===== config.mk =====
export PLATFORM = sky130hd
export DESIGN_NAME = tpu_output_writeback
export DESIGN_NICKNAME = d
export VERILOG_FILES = /design/src/rtl/tpu_output_writeback.sv
export SDC_FILE = /design/constraint.sdc
export NUM_CORES = 2
export LEC_CHECK = 0
export CORE_MARGIN = 2
export CORE_UTILIZATION = 35
export CTS_BUF_LIST = sky130_fd_sc_hd__clkbuf_16
export DETAILED_ROUTE_END_ITERATION = 8
export GPL_TIMING_DRIVEN = 1
export PLACE_DENSITY = 0.49
export REMOVE_ABC_BUFFERS = 1
export SLEW_MARGIN = 20
export SYNTH_ARGS = -nofsm -noshare
export SYNTH_HDL_FRONTEND = slang
export SYNTH_SLANG_ARGS = --single-unit

===== constraint.sdc =====
create_clock -name clk -period 6.15 [get_ports clk]
set_input_delay 0.9225 -clock clk [delete_from_list [all_inputs] [get_ports clk]]
set_output_delay 0.9225 -clock clk [all_outputs]
set_load 0.03 [all_outputs]

===== src/rtl/tpu_output_writeback.sv =====
// ---------------------------------------------------------------------------
// tpu_output_writeback
// Final datapath stage: takes signed 32-bit accumulator words from the PE-array
// drain, adds a per-word bias, requantizes (multiply, round-half-up arithmetic
// shift, optional ReLU, int8 saturation) and writes the sign-extended int8
// result to consecutive linear addresses of the banked output SRAM.
//
// Ports:
//   clk, rstn            clock, asynchronous active-low reset
//   start_i              one-cycle pulse, latches configuration, starts a layer
//   num_words_i          results to write in this layer (sampled on start_i)
//   scale_i, shift_i     unsigned requant multiplier / right shift (on start_i)
//   relu_en_i            clamp negative results to zero (on start_i)
//   acc_valid_i/_ready_o accumulator handshake
//   acc_data_i, bias_i   signed accumulator and bias, qualified by acc_valid_i
//   out_cs_o             one-hot bank chip select
//   out_web_o            active-low write enable
//   out_addr_o, out_di_o in-bank word address and write data
//   finish_o             level, high once every write of the layer is issued
// ---------------------------------------------------------------------------
module tpu_output_writeback #(
   parameter int N_BANKS = 6,
   parameter int BANK_AW = 15,
   parameter int CNT_W   = 18,
   parameter int ACC_W   = 32,
   parameter int SCALE_W = 16
) (
   input  logic                      clk,
   input  logic                      rstn,
   input  logic                      start_i,
   input  logic [CNT_W-1:0]          num_words_i,
   input  logic [SCALE_W-1:0]        scale_i,
   input  logic [4:0]                shift_i,
   input  logic                      relu_en_i,
   input  logic                      acc_valid_i,
   output logic                      acc_ready_o,
   input  logic signed [ACC_W-1:0]   acc_data_i,
   input  logic signed [ACC_W-1:0]   bias_i,
   output logic [N_BANKS-1:0]        out_cs_o,
   output logic                      out_web_o,
   output logic [BANK_AW-1:0]        out_addr_o,
   output logic [15:0]               out_di_o,
   output logic                      finish_o
);

   localparam int PROD_W = ACC_W + SCALE_W + 1;
   // One guard bit so adding the rounding constant can never wrap.
   localparam int RND_W  = PROD_W + 1;
   localparam int BSEL_W = CNT_W - BANK_AW;

   typedef enum logic [1:0] {IDLE, RUN, DRAIN, DONE} state_t;

   state_t                     r_state, w_state_nxt;
   logic [CNT_W-1:0]           r_num_words;
   logic [SCALE_W-1:0]         r_scale;
   logic [4:0]                 r_shift;
   logic                       r_relu;
   logic [CNT_W-1:0]           r_acc_cnt;
   logic [CNT_W-1:0]           r_wr_idx;
   logic                       r_vld_p1, r_vld_p2, r_vld_p3;
   logic signed [ACC_W-1:0]    r_sum_p1;
   logic signed [PROD_W-1:0]   r_prod_p2;
   logic signed [7:0]          r_q_p3;

   logic                       w_start_ok;
   logic                       w_ready;
   logic                       w_xfer;
   logic                       w_last_acc;
   logic signed [ACC_W:0]      w_sum;

   // Saturate a 33-bit sum back to signed 32-bit.
   function automatic logic signed [ACC_W-1:0] sat_acc(input logic signed [ACC_W:0] x);
      if (x[ACC_W] != x[ACC_W-1])
         return x[ACC_W] ? {1'b1, {(ACC_W-1){1'b0}}} : {1'b0, {(ACC_W-1){1'b1}}};
      return x[ACC_W-1:0];
   endfunction

   // Add half an LSB of the result, then arithmetic shift: round half up (+inf).
   function automatic logic signed [RND_W-1:0] round_shift(input logic signed [PROD_W-1:0] p,
                                                            input logic [4:0] sh);
      logic signed [RND_W-1:0] ext;
      logic signed [RND_W-1:0] half;
      logic signed [RND_W-1:0] tot;
      ext  = $signed({p[PROD_W-1], p});
      half = (sh == 5'd0) ? '0 : (RND_W'(1) << (sh - 5'd1));
      tot  = ext + half;
      return tot >>> sh;
   endfunction

   // Optional ReLU followed by clamp to the int8 range.
   function automatic logic signed [7:0] sat_int8(input logic signed [RND_W-1:0] r,
                                                  input logic relu);
      if (relu && r[RND_W-1])           return 8'sd0;
      if (r > RND_W'(127))              return 8'sd127;
      if (r < RND_W'(-128))             return -8'sd128;
      return r[7:0];
   endfunction

   // Indices past the last bank decode to no chip select, dropping the write.
   function automatic logic [N_BANKS-1:0] bank_sel(input logic [CNT_W-1:0] idx);
      logic [N_BANKS-1:0] sel;
      sel = '0;
      for (int k = 0; k < N_BANKS; k++)
         if (idx[CNT_W-1:BANK_AW] == BSEL_W'(k)) sel[k] = 1'b1;
      return sel;
   endfunction

   assign w_start_ok  = start_i && ((r_state == IDLE) || (r_state == DONE));
   assign w_ready     = (r_state == RUN) && (r_acc_cnt < r_num_words);
   assign w_xfer      = acc_valid_i && w_ready;
   assign w_last_acc  = w_xfer && ((r_acc_cnt + CNT_W'(1)) == r_num_words);
   assign w_sum       = $signed({acc_data_i[ACC_W-1], acc_data_i}) +
                        $signed({bias_i[ACC_W-1], bias_i});
   assign acc_ready_o = w_ready;
   assign finish_o    = (r_state == DONE);

   always_comb begin
      w_state_nxt = r_state;
      unique case (r_state)
         IDLE, DONE: if (start_i) w_state_nxt = (num_words_i == '0) ? DONE : RUN;
         RUN:        if (w_last_acc) w_state_nxt = DRAIN;
         DRAIN:      if (!(r_vld_p1 || r_vld_p2 || r_vld_p3)) w_state_nxt = DONE;
         default:    w_state_nxt = IDLE;
      endcase
   end

   // Control, valid flags and registered SRAM outputs.
   always_ff @(posedge clk or negedge rstn) begin
      if (!rstn) begin
         r_state     <= IDLE;
         r_num_words <= '0;
         r_scale     <= '0;
         r_shift     <= '0;
         r_relu      <= 1'b0;
         r_acc_cnt   <= '0;
         r_wr_idx    <= '0;
         r_vld_p1    <= 1'b0;
         r_vld_p2    <= 1'b0;
         r_vld_p3    <= 1'b0;
         out_cs_o    <= '0;
         out_web_o   <= 1'b1;
         out_addr_o  <= '0;
         out_di_o    <= '0;
      end else begin
         r_state <= w_state_nxt;
         if (w_start_ok) begin
            r_num_words <= num_words_i;
            r_scale     <= scale_i;
            r_shift     <= shift_i;
            r_relu      <= relu_en_i;
            r_acc_cnt   <= '0;
            r_wr_idx    <= '0;
         end else begin
            if (w_xfer)   r_acc_cnt <= r_acc_cnt + CNT_W'(1);
            if (r_vld_p3) r_wr_idx  <= r_wr_idx + CNT_W'(1);
         end
         r_vld_p1 <= w_xfer;
         r_vld_p2 <= r_vld_p1;
         r_vld_p3 <= r_vld_p2;
         // ---- write stage: S3 result to SRAM port ----
         if (r_vld_p3) begin
            out_cs_o   <= bank_sel(r_wr_idx);
            out_web_o  <= 1'b0;
            out_addr_o <= r_wr_idx[BANK_AW-1:0];
            out_di_o   <= {{8{r_q_p3[7]}}, r_q_p3};
         end else begin
            out_cs_o   <= '0;
            out_web_o  <= 1'b1;
         end
      end
   end

   // Datapath registers carry no reset; their valid flags qualify them.
   always_ff @(posedge clk) begin
      // ---- S1: bias add with 32-bit saturation ----
      r_sum_p1  <= sat_acc(w_sum);
      // ---- S2: unsigned scale multiply ----
      r_prod_p2 <= r_sum_p1 * $signed({1'b0, r_scale});
      // ---- S3: round, shift, ReLU, int8 clamp ----
      r_q_p3    <= sat_int8(round_shift(r_prod_p2, r_shift), r_relu);
   end

endmodule

==> flow_summary.yaml <==
sta:
  fin_worst_skew_ns: 0.02489
  slew_headroom_pct: 47.18
  setup_viol: 10
  fmax_ghz: 0.1560
  holdWs_ns: 0.3897
  rsz0062_at_grt: "yes"
  final_hold_viol_count: 0
  period_minus_slack_ns: 6.410
  finalWorstSetupSlack_ns: -0.2595
  period_share_pct: 104.2
  tightest_slew_ns: 0.7824
  drv_slew: 0
placement:
  io_buffer_count: 147
  placed_area_um2: 39140
  dp.cells: 5504
  hpwl_mm: 87.02
  place_congestion: 0.9325
status:
  status: "finished with violations"
  violations: "negative setup slack"
setup_path:
  reg2reg_depth: 25
  crit_fanout: 8
  r2r_setup_slack_ns: -0.26
  crit_arrival_ns: 6.85
  worstPathRequired_ns: 6.59
  worstSetupStartpointType: "flip-flop"
  path_class: "reg2reg"
  cp-end-kind: "flip-flop"
  r2r-start: "r_scale[3]"
  r2r_end: "r_prod_p2[41]"
global_route:
  first_global_vias: 29190
  grt_overflow_total: 0
  grt.met1_usage_pct: 29.45
  grt_usage_pct: 21.10
  grt_max_degree: 52
  grt-busiest-layer: "met2"
  grt_first_pass_wirelength_mm: 165.0
  antenna_found_initial: 3
  grt_use_met3_pct: 2.427
  use_met2_pct: 34.47
cts:
  htree_num_levels: 4
  clockRootBuffer: "clkbuf_16"
  cts_buffers: 17
  cts_sinks: 200
  clk-insertion-delay-late_ns: 0.52
  cts_tree: "yes"
  clockBufferDepth: 2
  ctsHoldBuffers: 0
  clk_pin_slew_ns: 0.09
logic_synthesis:
  synth_edf_count: 0
  syn_area_per_cell_um2: 8.641
  ys_types: 115
  synthesis.yosys.warnings: 0
  syn_inst: 3942
  ys.flop_type: "dfrtp_1"
  synth_area_um2: 34060
  ys_seq_elements: 200
  ys_seq_area_share_pct: 13.39
  async_flop_share_pct: 55.50
floorplanning:
  core_area_um2: 96570
  fp-row-count: 114
  die_w_um: 316.0
  dieArea_um2: 99830
  initial_core_util_pct: 35.27
  pin_count: 148
  die_h_um: 316.0
layout:
  n_antenna_cell: 0
  num-fill-cells: 9650
  fin_cells: 5570
  drive_gt1_share_pct: 15.21
  seq_area_um2: 4577
  fin_area_um2: 40670
  areaGrowthSynthToFinish_pct: 19.39
  multi_input_area_um2: 26950
  nets: 5085
min_path:
  hold_class: "in2async"
routing:
  wire_per_inst_um: 18.53
  drtAntennaViolNets: 0
  drt_pass1_iterations: 5
  drc: 0
  vias: 28380
  drt-initial-drc-count: 1770
  wl_mm: 103.2
  avgViaCountPerCell: 5.096
job:
  max_cap_viol_count: 0
==> sequential cells by signal, indices dropped and copies added, names as in the netlist, 15 cells and up <==
| register | count |
|---|---|
| out_addr_o | 15 |
| r_acc_cnt | 18 |
| r_num_words | 18 |
| r_prod_p2 | 49 |
| r_scale | 16 |
| r_sum_p1 | 32 |
| r_wr_idx | 18 |
==> cells by family after synthesis <==
| logic type | Yosys count | synth area share, % |
|---|---|---|
| xor gates and xnor gates | 169 | 4.346 |
| DFF | 200 | 13.39 |
| and+or+nand+nor | 1317 | 18.69 |
| other | 1 | 0.01101 |
| AOI/OAI and AO/OA | 626 | 12.94 |
| muxes | 141 | 5.238 |
| buffers and inverters | 789 | 8.904 |
| adders and majority gates | 699 | 36.48 |
==> metal layers <==
| layer | up-vias | routed length [µm] |
|---|---|---|
| li1 | 13610 | - |
| met4 | 2 | 2567 |
| met5 | - | 10 |
| met3 | 113 | 4257 |
| met2 | 704 | 47870 |
| met1 | 13960 | 48520 |
==> cells in the final DEF (no fill, tap or decap), types with 25 or more instances in the layout <==
cell type / count
xnor2_1: 97
inv_1: 569
nand2_1: 558
ha_1: 187
fa_1: 483
dfxtp_1: 83
mux4_2: 25
xor2_1: 70
clkdlybuf4s50_1: 146
buf_4: 336
o21ai_0: 105
nor2_1: 183
a21o_1: 39
and2_1: 210
nand4_1: 58
and3_1: 33
nor3_1: 57
mux2i_1: 67
a21oi_1: 132
nand3_1: 60
nand2b_1: 30
mux2_2: 48
o21a_1: 38
dfrtp_1: 105
==> layout make-up <==
type / count / share of cell area [%]
Clock buffer: 17 / 1.046
Clock inverter: 15 / 0.5292
Inverter: 585 / 5.400
Multi-Input combinational cell: 2953 / 66.27
Sequential cell: 200 / 11.26
Tap cell: 1276 / 3.926
Timing Repair Buffer: 524 / 11.58
==> stage by stage <==
step	setup TNS, ns	setup WS [ns]	util (%)
floorplan	-16.65	-1.615	-
global placement	-7.276	-0.6987	40.53
detailed placement	-8.374	-0.7304	40.53
CTS	-2.589	-0.2872	41.60
global route	-6.084	-0.5324	42.11
finish	-1.535	-0.2595	42.11
==> cell usage after synthesis, types with 9 or more instances <==
master / n / area (µm²)
inv_1: 583 / 2188
nand2_1: 570 / 2140
fa_1: 491 / 9829
and2_1: 215 / 1345
ha_1: 205 / 2565
nor2_1: 185 / 694.4
a21oi_1: 142 / 710.7
clkbuf_1: 142 / 533.0
o21ai_0: 113 / 565.5
dfrtp_1: 110 / 2753
xnor2_1: 98 / 858.3
dfxtp_1: 89 / 1782
xor2_1: 71 / 621.9
mux2i_1: 68 / 680.7
nand3_1: 62 / 310.3
nand4_1: 58 / 362.9
nor3_1: 57 / 285.3
mux2_2: 48 / 540.5
a21o_1: 39 / 292.8
o21a_1: 38 / 285.3
and3_1: 34 / 212.7
nand2b_1: 30 / 187.7
buf_2: 26 / 130.1
buf_1: 25 / 93.84
mux4_2: 25 / 563.0
a211oi_1: 24 / 180.2
a31oi_1: 23 / 143.9
o211ai_1: 21 / 157.7
o31ai_1: 21 / 157.7
or3_1: 20 / 125.1
nor2b_1: 17 / 106.4
a41oi_1: 13 / 113.9
nor4_1: 13 / 81.33
o21ai_1: 11 / 55.05
a211o_1: 10 / 87.58
a311oi_1: 10 / 87.58
buf_4: 10 / 75.07
a2111oi_0: 9 / 78.83
a21oi_2: 9 / 78.83
o2111ai_1: 9 / 78.83
o311ai_0: 9 / 78.83
or2_2: 9 / 56.30
==> worst max-delay path, stage by stage (launching register included) <==
cell and delay [ns]:
dfrtp_1 0.38, buf_12 0.14, buf_12 0.13, nand2_4 0.05
fa_1 0.51, inv_2 0.04, fa_1 0.54, inv_1 0.05
fa_1 0.48, fa_1 0.54, inv_2 0.04, fa_1 0.45
fa_1 0.54, ha_4 0.22, and4_1 0.19, a221o_1 0.33
a22o_1 0.25, o211ai_1 0.17, buf_4 0.16, a31oi_4 0.11
o31ai_2 0.20, buf_4 0.17, o211ai_1 0.16, a21o_1 0.22
a21oi_2 0.14, xnor2_1 0.12
==> what timing repair did <==
action / in CTS / in global routing
endpoints found under the setup margin: 20 / 29
gates resized for setup: 65 / 80
gates cloned: 1 / 2
setup buffers: 19 / 14
pin swaps: 60 / 48
==> how the worst max path moves through the flow <==
stage,from,to,slack (ns),cells past startpoint
CTS,r_scale[3],r_prod_p2[41],-0.29,25
finish,r_scale[3],r_prod_p2[41],-0.26,25
detailed placement,r_scale[13],r_prod_p2[48],-0.73,27
floorplan,r_shift[1],r_q_p3[2],-1.62,18
global route,r_scale[6],r_prod_p2[41],-0.53,25
global placement,r_scale[13],r_prod_p2[48],-0.70,27
Power is left out: the tool's default activity adds up to more than one toggle a clock period on the data nets, which glitch-free logic cannot reach.
